`config.mk`:
```
export PLATFORM = sky130hd
export DESIGN_NAME = flow_sequencer_flat
export DESIGN_NICKNAME = d
export VERILOG_FILES = /design/src/rtl/flow_sequencer_pkg.sv /design/src/rtl/flow_sequencer_if.sv /design/src/rtl/flow_sequencer_int_edge_latch.sv /design/src/rtl/flow_sequencer.sv /design/src/flat_wrapper.sv
export SDC_FILE = /design/constraint.sdc
export NUM_CORES = 1
export LEC_CHECK = 0
export BUFFER_PORTS_ARGS = -buffer_cell sky130_fd_sc_hd__buf_2
export CORE_MARGIN = 5
export CORE_UTILIZATION = 40
export DETAILED_ROUTE_END_ITERATION = 16
export GPL_ROUTABILITY_DRIVEN = 0
export GPL_TIMING_DRIVEN = 0
export PLACE_DENSITY = 0.72
export SYNTH_ARGS = -nofsm -noshare
export SYNTH_HDL_FRONTEND = slang
export SYNTH_SLANG_ARGS = --single-unit
```
`constraint.sdc`:
```
create_clock -name clk -period 1.31 [get_ports clk]
set_clock_uncertainty 0.15 [all_clocks]
set_input_delay 0.262 -clock clk [delete_from_list [all_inputs] [get_ports clk]]
set_output_delay 0.262 -clock clk [all_outputs]
set_load 0.01 [all_outputs]
```
`src/rtl/flow_sequencer_pkg.sv`:
```
`default_nettype none
// +--------------------------------------------------------------------------+
// | flow_seq_pkg: shared state encoding and mux-select constants for the     |
// | flow_sequencer control block.                                            |
// | Revision: 1.0                                                            |
// +--------------------------------------------------------------------------+
package flow_seq_pkg;

    localparam int W = 16;

    typedef enum logic [3:0] {
        ST_IDLE           = 4'd0,
        ST_CALL_PUSH      = 4'd1,
        ST_RET_POP        = 4'd2,
        ST_RET_LOAD       = 4'd3,
        ST_RTI_POP_FLAGS  = 4'd4,
        ST_RTI_POP_PC     = 4'd5,
        ST_RTI_LOAD       = 4'd6,
        ST_INT_PUSH_PC    = 4'd7,
        ST_INT_PUSH_FLAGS = 4'd8,
        ST_INT_VECTOR     = 4'd9
    } seq_state_t;

    localparam logic [1:0] PC_SEL_NEXT = 2'b00;
    localparam logic [1:0] PC_SEL_CALL = 2'b01;
    localparam logic [1:0] PC_SEL_POP  = 2'b10;
    localparam logic [1:0] PC_SEL_VEC  = 2'b11;

    localparam logic STACK_SEL_PC    = 1'b0;
    localparam logic STACK_SEL_FLAGS = 1'b1;

endpackage
`default_nettype wire

```
`src/rtl/flow_sequencer_if.sv`:
```
`default_nettype none
// +--------------------------------------------------------------------------+
// | flow_sequencer_if: decode-side strobes in, PC/F-D/stack controls out.    |
// | Revision: 1.0                                                            |
// +--------------------------------------------------------------------------+
interface flow_sequencer_if;

    logic       interrupt;
    logic       id_valid;
    logic       op_call;
    logic       op_ret;
    logic       op_rti;
    logic       stall_in;

    logic       pc_enable;
    logic       fd_enable;
    logic       flush;
    logic       push;
    logic       pop;
    logic       stack_sel;
    logic [1:0] pc_sel;
    logic       flags_restore;
    logic       int_ack;
    logic       busy;

    modport master (
        output interrupt, id_valid, op_call, op_ret, op_rti, stall_in,
        input  pc_enable, fd_enable, flush, push, pop, stack_sel, pc_sel,
               flags_restore, int_ack, busy
    );

    modport slave (
        input  interrupt, id_valid, op_call, op_ret, op_rti, stall_in,
        output pc_enable, fd_enable, flush, push, pop, stack_sel, pc_sel,
               flags_restore, int_ack, busy
    );

endinterface
`default_nettype wire

```
`src/rtl/flow_sequencer_int_edge_latch.sv`:
```
`default_nettype none
// +--------------------------------------------------------------------------+
// | int_edge_latch: rising-edge detector with a single-deep pending bit;     |
// | a new edge wins over a simultaneous clear.                               |
// | Revision: 1.0                                                            |
// +--------------------------------------------------------------------------+
module int_edge_latch (
    input  wire  clk,
    input  wire  rst,
    input  wire  interrupt,
    input  wire  clr,
    output logic pending
);

    logic r_int_d;
    logic w_rise;

    assign w_rise = interrupt & ~r_int_d;

    always_ff @(posedge clk or posedge rst) begin
        if (rst) begin
            r_int_d <= 1'b0;
            pending <= 1'b0;
        end else begin
            r_int_d <= interrupt;
            if (w_rise)
                pending <= 1'b1;
            else if (clr)
                pending <= 1'b0;
        end
    end

endmodule
`default_nettype wire

```
`src/rtl/flow_sequencer.sv`:
```
`default_nettype none
// +--------------------------------------------------------------------------+
// | flow_sequencer: multi-cycle CALL/RET/RTI/interrupt-entry sequencer.      |
// | Define FLOW_SEQ_FLAGS_SAVE_EN to push/pop the flags word as well.        |
// | Revision: 1.0                                                            |
// +--------------------------------------------------------------------------+
module flow_sequencer
    import flow_seq_pkg::*;
(
    input  wire             clk,
    input  wire             rst,
    flow_sequencer_if.slave bus
);

`ifdef FLOW_SEQ_FLAGS_SAVE_EN
    localparam seq_state_t C_RTI_FIRST    = ST_RTI_POP_FLAGS;
    localparam seq_state_t C_INT_AFTER_PC = ST_INT_PUSH_FLAGS;
`else
    localparam seq_state_t C_RTI_FIRST    = ST_RTI_POP_PC;
    localparam seq_state_t C_INT_AFTER_PC = ST_INT_VECTOR;
`endif

    seq_state_t r_state;
    seq_state_t w_next;
    logic       r_int_mask;
    logic       w_pending;
    logic       w_int_clr;

    logic       w_pc_enable;
    logic       w_fd_enable;
    logic       w_flush;
    logic       w_push;
    logic       w_pop;
    logic       w_stack_sel;
    logic [1:0] w_pc_sel;
    logic       w_flags_restore;
    logic       w_int_ack;

    // Pending is only consumed when INT_VECTOR actually retires.
    assign w_int_clr = (r_state == ST_INT_VECTOR) && !bus.stall_in;

    int_edge_latch u_int_edge_latch (
        .clk       (clk),
        .rst       (rst),
        .interrupt (bus.interrupt),
        .clr       (w_int_clr),
        .pending   (w_pending)
    );

    always_ff @(posedge clk or posedge rst) begin
        if (rst)
            r_state <= ST_IDLE;
        else
            r_state <= w_next;
    end

    always_ff @(posedge clk or posedge rst) begin
        if (rst)
            r_int_mask <= 1'b0;
        else if (!bus.stall_in) begin
            if (r_state == ST_INT_VECTOR)
                r_int_mask <= 1'b1;
            else if (r_state == ST_RTI_LOAD)
                r_int_mask <= 1'b0;
        end
    end

    always_comb begin
        w_next          = r_state;
        w_pc_enable     = 1'b0;
        w_fd_enable     = 1'b0;
        w_flush         = 1'b1;
        w_push          = 1'b0;
        w_pop           = 1'b0;
        w_stack_sel     = STACK_SEL_PC;
        w_pc_sel        = PC_SEL_NEXT;
        w_flags_restore = 1'b0;
        w_int_ack       = 1'b0;

        unique case (r_state)
            ST_IDLE: begin
                w_pc_enable = 1'b1;
                w_fd_enable = 1'b1;
                w_flush     = 1'b0;
                if (bus.id_valid && bus.op_rti)
                    w_next = C_RTI_FIRST;
                else if (bus.id_valid && bus.op_ret)
                    w_next = ST_RET_POP;
                else if (bus.id_valid && bus.op_call)
                    w_next = ST_CALL_PUSH;
                else if (w_pending && !r_int_mask)
                    w_next = ST_INT_PUSH_PC;
            end
            ST_CALL_PUSH: begin
                w_push      = 1'b1;
                w_pc_sel    = PC_SEL_CALL;
                w_pc_enable = 1'b1;
                w_next      = ST_IDLE;
            end
            ST_RET_POP: begin
                w_pop  = 1'b1;
                w_next = ST_RET_LOAD;
            end
            ST_RET_LOAD: begin
                w_pc_sel    = PC_SEL_POP;
                w_pc_enable = 1'b1;
                w_next      = ST_IDLE;
            end
`ifdef FLOW_SEQ_FLAGS_SAVE_EN
            ST_RTI_POP_FLAGS: begin
                w_pop           = 1'b1;
                w_stack_sel     = STACK_SEL_FLAGS;
                w_flags_restore = 1'b1;
                w_next          = ST_RTI_POP_PC;
            end
            ST_INT_PUSH_FLAGS: begin
                w_push      = 1'b1;
                w_stack_sel = STACK_SEL_FLAGS;
                w_next      = ST_INT_VECTOR;
            end
`endif
            ST_RTI_POP_PC: begin
                w_pop  = 1'b1;
                w_next = ST_RTI_LOAD;
            end
            ST_RTI_LOAD: begin
                w_pc_sel    = PC_SEL_POP;
                w_pc_enable = 1'b1;
                w_next      = ST_IDLE;
            end
            ST_INT_PUSH_PC: begin
                w_push = 1'b1;
                w_next = C_INT_AFTER_PC;
            end
            ST_INT_VECTOR: begin
                w_pc_sel    = PC_SEL_VEC;
                w_pc_enable = 1'b1;
                w_int_ack   = 1'b1;
                w_next      = ST_IDLE;
            end
            default: begin
                w_next = ST_IDLE;
            end
        endcase

        // A stall freezes the sequence and suppresses every one-shot request.
        if (bus.stall_in) begin
            w_next          = r_state;
            w_pc_enable     = 1'b0;
            w_push          = 1'b0;
            w_pop           = 1'b0;
            w_flags_restore = 1'b0;
            w_int_ack       = 1'b0;
        end
    end

    assign bus.pc_enable     = w_pc_enable;
    assign bus.fd_enable     = w_fd_enable;
    assign bus.flush         = w_flush;
    assign bus.push          = w_push;
    assign bus.pop           = w_pop;
    assign bus.stack_sel     = w_stack_sel;
    assign bus.pc_sel        = w_pc_sel;
    assign bus.flags_restore = w_flags_restore;
    assign bus.int_ack       = w_int_ack;
    assign bus.busy          = (r_state != ST_IDLE);

endmodule
`default_nettype wire
```
`src/flat_wrapper.sv`:
```
// flat-port wrapper written by rule: the top's interface ports become plain ports
module flow_sequencer_flat import flow_seq_pkg::*;
  (clk, rst, bus_interrupt, bus_id_valid, bus_op_call, bus_op_ret, bus_op_rti, bus_stall_in, bus_pc_enable, bus_fd_enable, bus_flush, bus_push, bus_pop, bus_stack_sel, bus_pc_sel, bus_flags_restore, bus_int_ack, bus_busy);
  flow_sequencer_if bus_i ();
  input  wire clk;
  input  wire rst;
  input wire logic [$bits(bus_i.interrupt)-1:0] bus_interrupt;
  input wire logic [$bits(bus_i.id_valid)-1:0] bus_id_valid;
  input wire logic [$bits(bus_i.op_call)-1:0] bus_op_call;
  input wire logic [$bits(bus_i.op_ret)-1:0] bus_op_ret;
  input wire logic [$bits(bus_i.op_rti)-1:0] bus_op_rti;
  input wire logic [$bits(bus_i.stall_in)-1:0] bus_stall_in;
  output wire logic [$bits(bus_i.pc_enable)-1:0] bus_pc_enable;
  output wire logic [$bits(bus_i.fd_enable)-1:0] bus_fd_enable;
  output wire logic [$bits(bus_i.flush)-1:0] bus_flush;
  output wire logic [$bits(bus_i.push)-1:0] bus_push;
  output wire logic [$bits(bus_i.pop)-1:0] bus_pop;
  output wire logic [$bits(bus_i.stack_sel)-1:0] bus_stack_sel;
  output wire logic [$bits(bus_i.pc_sel)-1:0] bus_pc_sel;
  output wire logic [$bits(bus_i.flags_restore)-1:0] bus_flags_restore;
  output wire logic [$bits(bus_i.int_ack)-1:0] bus_int_ack;
  output wire logic [$bits(bus_i.busy)-1:0] bus_busy;
  assign bus_i.interrupt = bus_interrupt;
  assign bus_i.id_valid = bus_id_valid;
  assign bus_i.op_call = bus_op_call;
  assign bus_i.op_ret = bus_op_ret;
  assign bus_i.op_rti = bus_op_rti;
  assign bus_i.stall_in = bus_stall_in;
  assign bus_pc_enable = bus_i.pc_enable;
  assign bus_fd_enable = bus_i.fd_enable;
  assign bus_flush = bus_i.flush;
  assign bus_push = bus_i.push;
  assign bus_pop = bus_i.pop;
  assign bus_stack_sel = bus_i.stack_sel;
  assign bus_pc_sel = bus_i.pc_sel;
  assign bus_flags_restore = bus_i.flags_restore;
  assign bus_int_ack = bus_i.int_ack;
  assign bus_busy = bus_i.busy;
  flow_sequencer u_core (.clk(clk), .rst(rst), .bus(bus_i));
endmodule
```
Yosys cells after proc, flatten, opt, wreduce, memory -nomap -nowiden
Index checks and enable logic that the tools add are counted.

Bits in registers: 7. Input bits: 8. Output and inout port bits: 11.

Equality and inequality tests: 8. Mux-type cells: 20. Bitwise gates (word level): 3. Reduce and logical (&&, ||, !) cells: 17.

Operators with widths (count): 4-bit 2-to-1 mux (4); 4-bit case mux with 4 select lines (1); 1-bit 2-to-1 mux (14); 4-bit by 3-bit == test with 1-bit output (second input constant) (3); 4-bit by 2-bit == test with 1-bit output (second input constant) (2); 2-bit case mux with 3 select lines (1); 2-bit OR reduction (3); 1-bit logical AND (5); 5-bit by 1-bit inequality test with 1-bit output (second input constant) (1); 5-bit OR reduction (1); 4-bit by 1-bit == test with 1-bit output (second input constant) (1); 4-bit == test (second input constant) (1); 4-bit logical NOT (1); 2-bit AND reduction (2); 2-bit nonzero test (2); 4-bit nonzero test (1); 1-bit logical NOT (2); 1-bit NOT (2); 1-bit bitwise AND (1).

Longest topological paths before layout
Depth after elaboration: 7. Mapped depth: 6.

Hierarchy
From an unflattened synthesis, not the netlist that was laid out.

Cells, all modules: 66. Area total of the unflattened synthesis: 545.5 µm².

By module, submodules not included: flow_sequencer (times used 1, cells each 60, area an instance 471.7 µm², sequential area each 125.1 µm²); int_edge_latch (times used 1, cells each 6, area an instance 73.8 µm², sequential area each 50.0 µm²).

Worst setup path after synthesis
OpenSTA, ideal clock, no wires.

Kind: register -> output. Start point: reg u_core.r_state[1]. End point: out bus_pc_sel[1]. Data arrival time: 1.073 ns. Required time: 0.898 ns. Slack: -0.175 ns. Cell stages (with the launch flop): 6. Cells stage by stage: dfrtp_1 buf_4 nand2b_4 nor2_1 nand2_1 o21ai_0.

Longest elaborated chain between the ends: 3. Elaborated cells between the ends (all ways): 6.

Ends and longest elaborated chain: from (decl) (RTL line flow_sequencer.sv:23) `seq_state_t r_state;`; from (signal assigned) (RTL line flow_sequencer.sv:54) `r_state <= w_next;`; 4-bit by 2-bit == test with 1-bit output / 4-bit by 3-bit == test with 1-bit output (equally long branches) (RTL line flow_sequencer.sv:80) `unique case (r_state)`; 2-bit OR reduction (no line); 2-bit case mux with 3 select lines * (RTL line flow_sequencer.sv:80); to (decl) (RTL line flat_wrapper.sv:19) `output wire logic [$bits(bus_i.pc_sel)-1:0] bus_pc_sel;`.

Every way passes the cells marked *; elsewhere a longest branch is shown, timed or not.

Worst setup path in the final report
Start point: reg u_core.r_state[1]. End point: out bus_pc_enable.

Longest elaborated chain between the ends: 4. Elaborated cells between the ends (all ways): 8.

Ends and longest elaborated chain: 4-bit by 1-bit == test with 1-bit output, or another cell as far along (RTL line flow_sequencer.sv:80); 5-bit OR reduction (no line) *; 1-bit 2-to-1 mux * (RTL line flow_sequencer.sv:80); 1-bit 2-to-1 mux * (RTL line flow_sequencer.sv:147) `if (bus.stall_in) begin`; to (decl) (RTL line flat_wrapper.sv:13) `output wire logic [$bits(bus_i.pc_enable)-1:0] bus_pc_enable;`.

Marks and branches as above.

==> flow_metrics.py <==
metrics = {
    "timing": {
        "fin_crit_sh": 1.35,
        "fin_tns_setup_ns": -3.62,
        "fmax_ghz": 0.566,
        "maxSlewViolCount": 0,
        "setup_viol": 14,
        "period_needed_ns": 1.77,
        "grt_setup_unrepaired": "true",
        "postLayoutSetupSlackWorst_ns": -0.456,
        "hold_violations": 0,
        "whs_ns": 0.191,
    },
    "detailed_routing": {
        "drtIter0Drc": 4,
        "wl_per_cell_um": 11.4,
        "wirelength_um": 1300,
        "vias": 559,
        "drc_errors": 0,
        "avgViaCountPerCell": 4.90,
        "dr.pass1.iters": 4,
        "ant_nets": 0,
    },
    "pwr": {
        "power_density_nw_per_um2": 2160,
        "p_comb_frac": 0.722,
        "pwr-share-clk": 0.101,
        "pwr-share-seq": 0.177,
        "ir_drop_mv": 1.35,
        "swShare": 0.413,
        "switchingPower_uw": 751,
        "p_leak_nw": 0.438,
        "p_int_mw": 1.07,
    },
    "yosys": {
        "postSynthCellCount": 71,
        "yosys-top-cells-area": "dfrtp_1, buf_4, nand2_1, o21ai_0, nor2_1",
        "synth_area_per_cell_um2": 7.74,
        "yosysSeqAreaShare": 0.319,
        "synth_top_area_share": 0.319,
        "yosysWarnings": 0,
        "synthDistinctLibCells": 30,
        "syn_area_um2": 549,
        "synth_top_area_cell": "dfrtp_1",
        "ys_ff_latch": 7,
    },
    "clocking": {
        "clkSinkCount": 7,
        "clk_pin_slew_ns": 0.05,
        "clock_path_buffers": 2,
        "cts_tree": "done",
        "clk_latency_ns": 0.24,
        "cts_inserted_buffers": 3,
        "root_buffer": "clkbuf_4",
        "cts_max_level": 1,
    },
    "placement": {
        "port_buffers": 15,
        "post-place-cells": 102,
        "hpwl_um": 936,
        "place_ws_ns": -0.224,
    },
    "global_route": {
        "grt_start_max_net_pins": 11,
        "overflow": 0,
        "grt_pass1_wl_um": 2090,
        "antenna_found_initial": 0,
        "grt_pass1_vias": 517,
        "grtUsageTotal": 0.133,
    },
    "die": {
        "io_pins": 19,
        "num_rows": 13,
        "initial_utilization": 0.422,
        "coreArea_um2": 1300,
        "die_h_um": 47.1,
        "die_area_um2": 2210,
        "fp.dieW_um": 47.1,
    },
    "critical_path": {
        "start_kind": "flop",
        "path_delay_family": "flip-flops",
        "crit_chain": "buf_6 > nand2b_4 > a21o_1 > a21oi_2 > buf_2",
        "crit_arrival_ns": 1.35,
        "crit_fanout": 7,
        "ff2ff_setup_slack_ns": -0.08,
        "crit_buf_inv": 2,
        "cpMaxStageDelayCell": "dfrtp_1",
        "slowest_delay_ns": 0.39,
        "crit_path_end_kind": "output pin",
        "cp.required_ns": 0.90,
        "critPathKind": "flop to output pin",
    },
    "cells_and_area": {
        "syn2layout_area_growth_pct": 53.1,
        "drive_gt1_frac": 0.505,
        "diodes": 0,
        "final_nets": 108,
        "fin_util": 0.646,
        "instances_no_fill": 114,
    },
    "status": {
        "status": "finished with violations",
        "violations": "setup timing",
    },
    "job": {
        "maxCapViolCount": 0,
    },
    "hold_path": {
        "hp-class": "input pin to flop",
    },
}
## cells in the mapped netlist
cell / number
o21bai_1: 1
nor2_1: 7
buf_4: 6
nor2b_1: 1
a21o_1: 1
o31a_1: 1
o22ai_1: 1
a21oi_1: 2
buf_2: 2
a21oi_2: 1
nand2b_2: 1
nand2_1: 12
xor2_1: 1
nor3_1: 3
nand2b_1: 1
dfrtp_1: 7
nand2b_4: 1
a211o_1: 1
a221o_1: 1
and4bb_2: 1
a22o_1: 1
a22o_2: 1
inv_1: 5
or2_2: 1
conb_1: 1
and2_1: 1
o32a_1: 1
nand4_1: 1
o21ai_0: 6
and2b_2: 1
## power by group through the flow
stage                     combinational (mW)  clock, mW  sequential [mW]
after floorplan                        0.753          0            0.324
after global placement                 0.972          0            0.331
after detailed placement               0.988          0            0.332
after CTS                               1.19      0.190            0.322
after global routing                    1.43      0.212            0.330
final                                   1.31      0.183            0.322
## worst paths after layout
kind                       cells past startpoint                           from                                           to
min in group asynchronous                      3                            rst                u_core.r_state[1]$_DFFE_PP0P_
setup reg to reg                               6  u_core.r_state[0]$_DFFE_PP0P_                u_core.r_state[1]$_DFFE_PP0P_
hold reg to reg                                2  u_core.r_int_mask$_DFFE_PP0P_                u_core.r_int_mask$_DFFE_PP0P_
max in group asynchronous                      3                            rst  u_core.u_int_edge_latch.pending$_DFFE_PP0P_
hold / removal                                 3                   bus_stall_in                u_core.r_state[3]$_DFFE_PP0P_
setup / recovery                               5  u_core.r_state[1]$_DFFE_PP0P_                                bus_pc_enable
## layout by cell type, fill, tap and decap left out, drive strengths merged, types with 2 or more instances in the layout
cell,synthesis,layout
nor2,7,7
nor3,3,3
clkbuf,0,4
inv,5,5
conb,1,2
nand2b,3,3
a21oi,3,3
a22o,2,2
dlygate4sd3,0,2
dfrtp,7,7
buf,8,29
o21ai,6,6
nand2,12,12
## metal layers
metal / track usage / up-vias / share of wire
met5: 0 / - / 0
met4: 0.0166 / 0 / 0
met3: 0.0460 / 0 / 0.059
met2: 0.222 / 16 / 0.52
met1: 0.170 / 251 / 0.42
li1: - / 292 / -
## flip-flops by register name, indices dropped and copies added (netlist names)
signal	count
u_core.u_int_edge_latch.r_int_d	1
u_core.r_int_mask	1
u_core.u_int_edge_latch.pending	1
u_core.r_state	4
## worst reg2reg max path: cells and delay by family (launching register included)
kind            cells  cell delay (ns)
buf+inv             2             0.26
compound gates      1             0.17
simple gates        3             0.39
flops               1             0.36
## final cells by class
| class | instances | area (um2) |
|---|---|---|
| well taps | 15 | 18.8 |
| multi-input cells | 52 | 368 |
| clock buffers | 4 | 26.3 |
| repair buffers | 23 | 165 |
| plain buffers | 8 | 68.8 |
| fillers | 113 | 460 |
| inverters | 5 | 18.8 |
| flip-flops and latches | 7 | 175 |
## kinds of logic (layout without fill, tap and decap cells)
| family | after synthesis | after routing | synth area share |
|---|---|---|---|
| and+or+nand+nor | 31 | 31 | 0.294 |
| AOI/OAI and AO/OA | 18 | 18 | 0.230 |
| buffers and inverters | 13 | 40 | 0.134 |
| DFF | 7 | 7 | 0.319 |
| other | 1 | 2 | 0.00683 |
| xor gates and xnor gates | 1 | 1 | 0.0159 |
## stage by stage
stage | power, mW | area (um2)
after floorplan | 1.08 | 586
after global placement | 1.30 | 679
after detailed placement | 1.32 | 679
after CTS | 1.70 | 798
after global routing | 1.97 | 841
final | 1.82 | 841
## what timing repair did
| action | CTS | global route |
|---|---|---|
| endpoints found under the setup margin | 13 | 14 |
| hold buffers | 2 | 0 |
| buffers inserted | 4 | 2 |
| gates resized for setup | 9 | 4 |
| pin swaps | 0 | 5 |
| endpoints found under the hold margin | 8 | 0 |
Power figures use the tool's default switching activity.
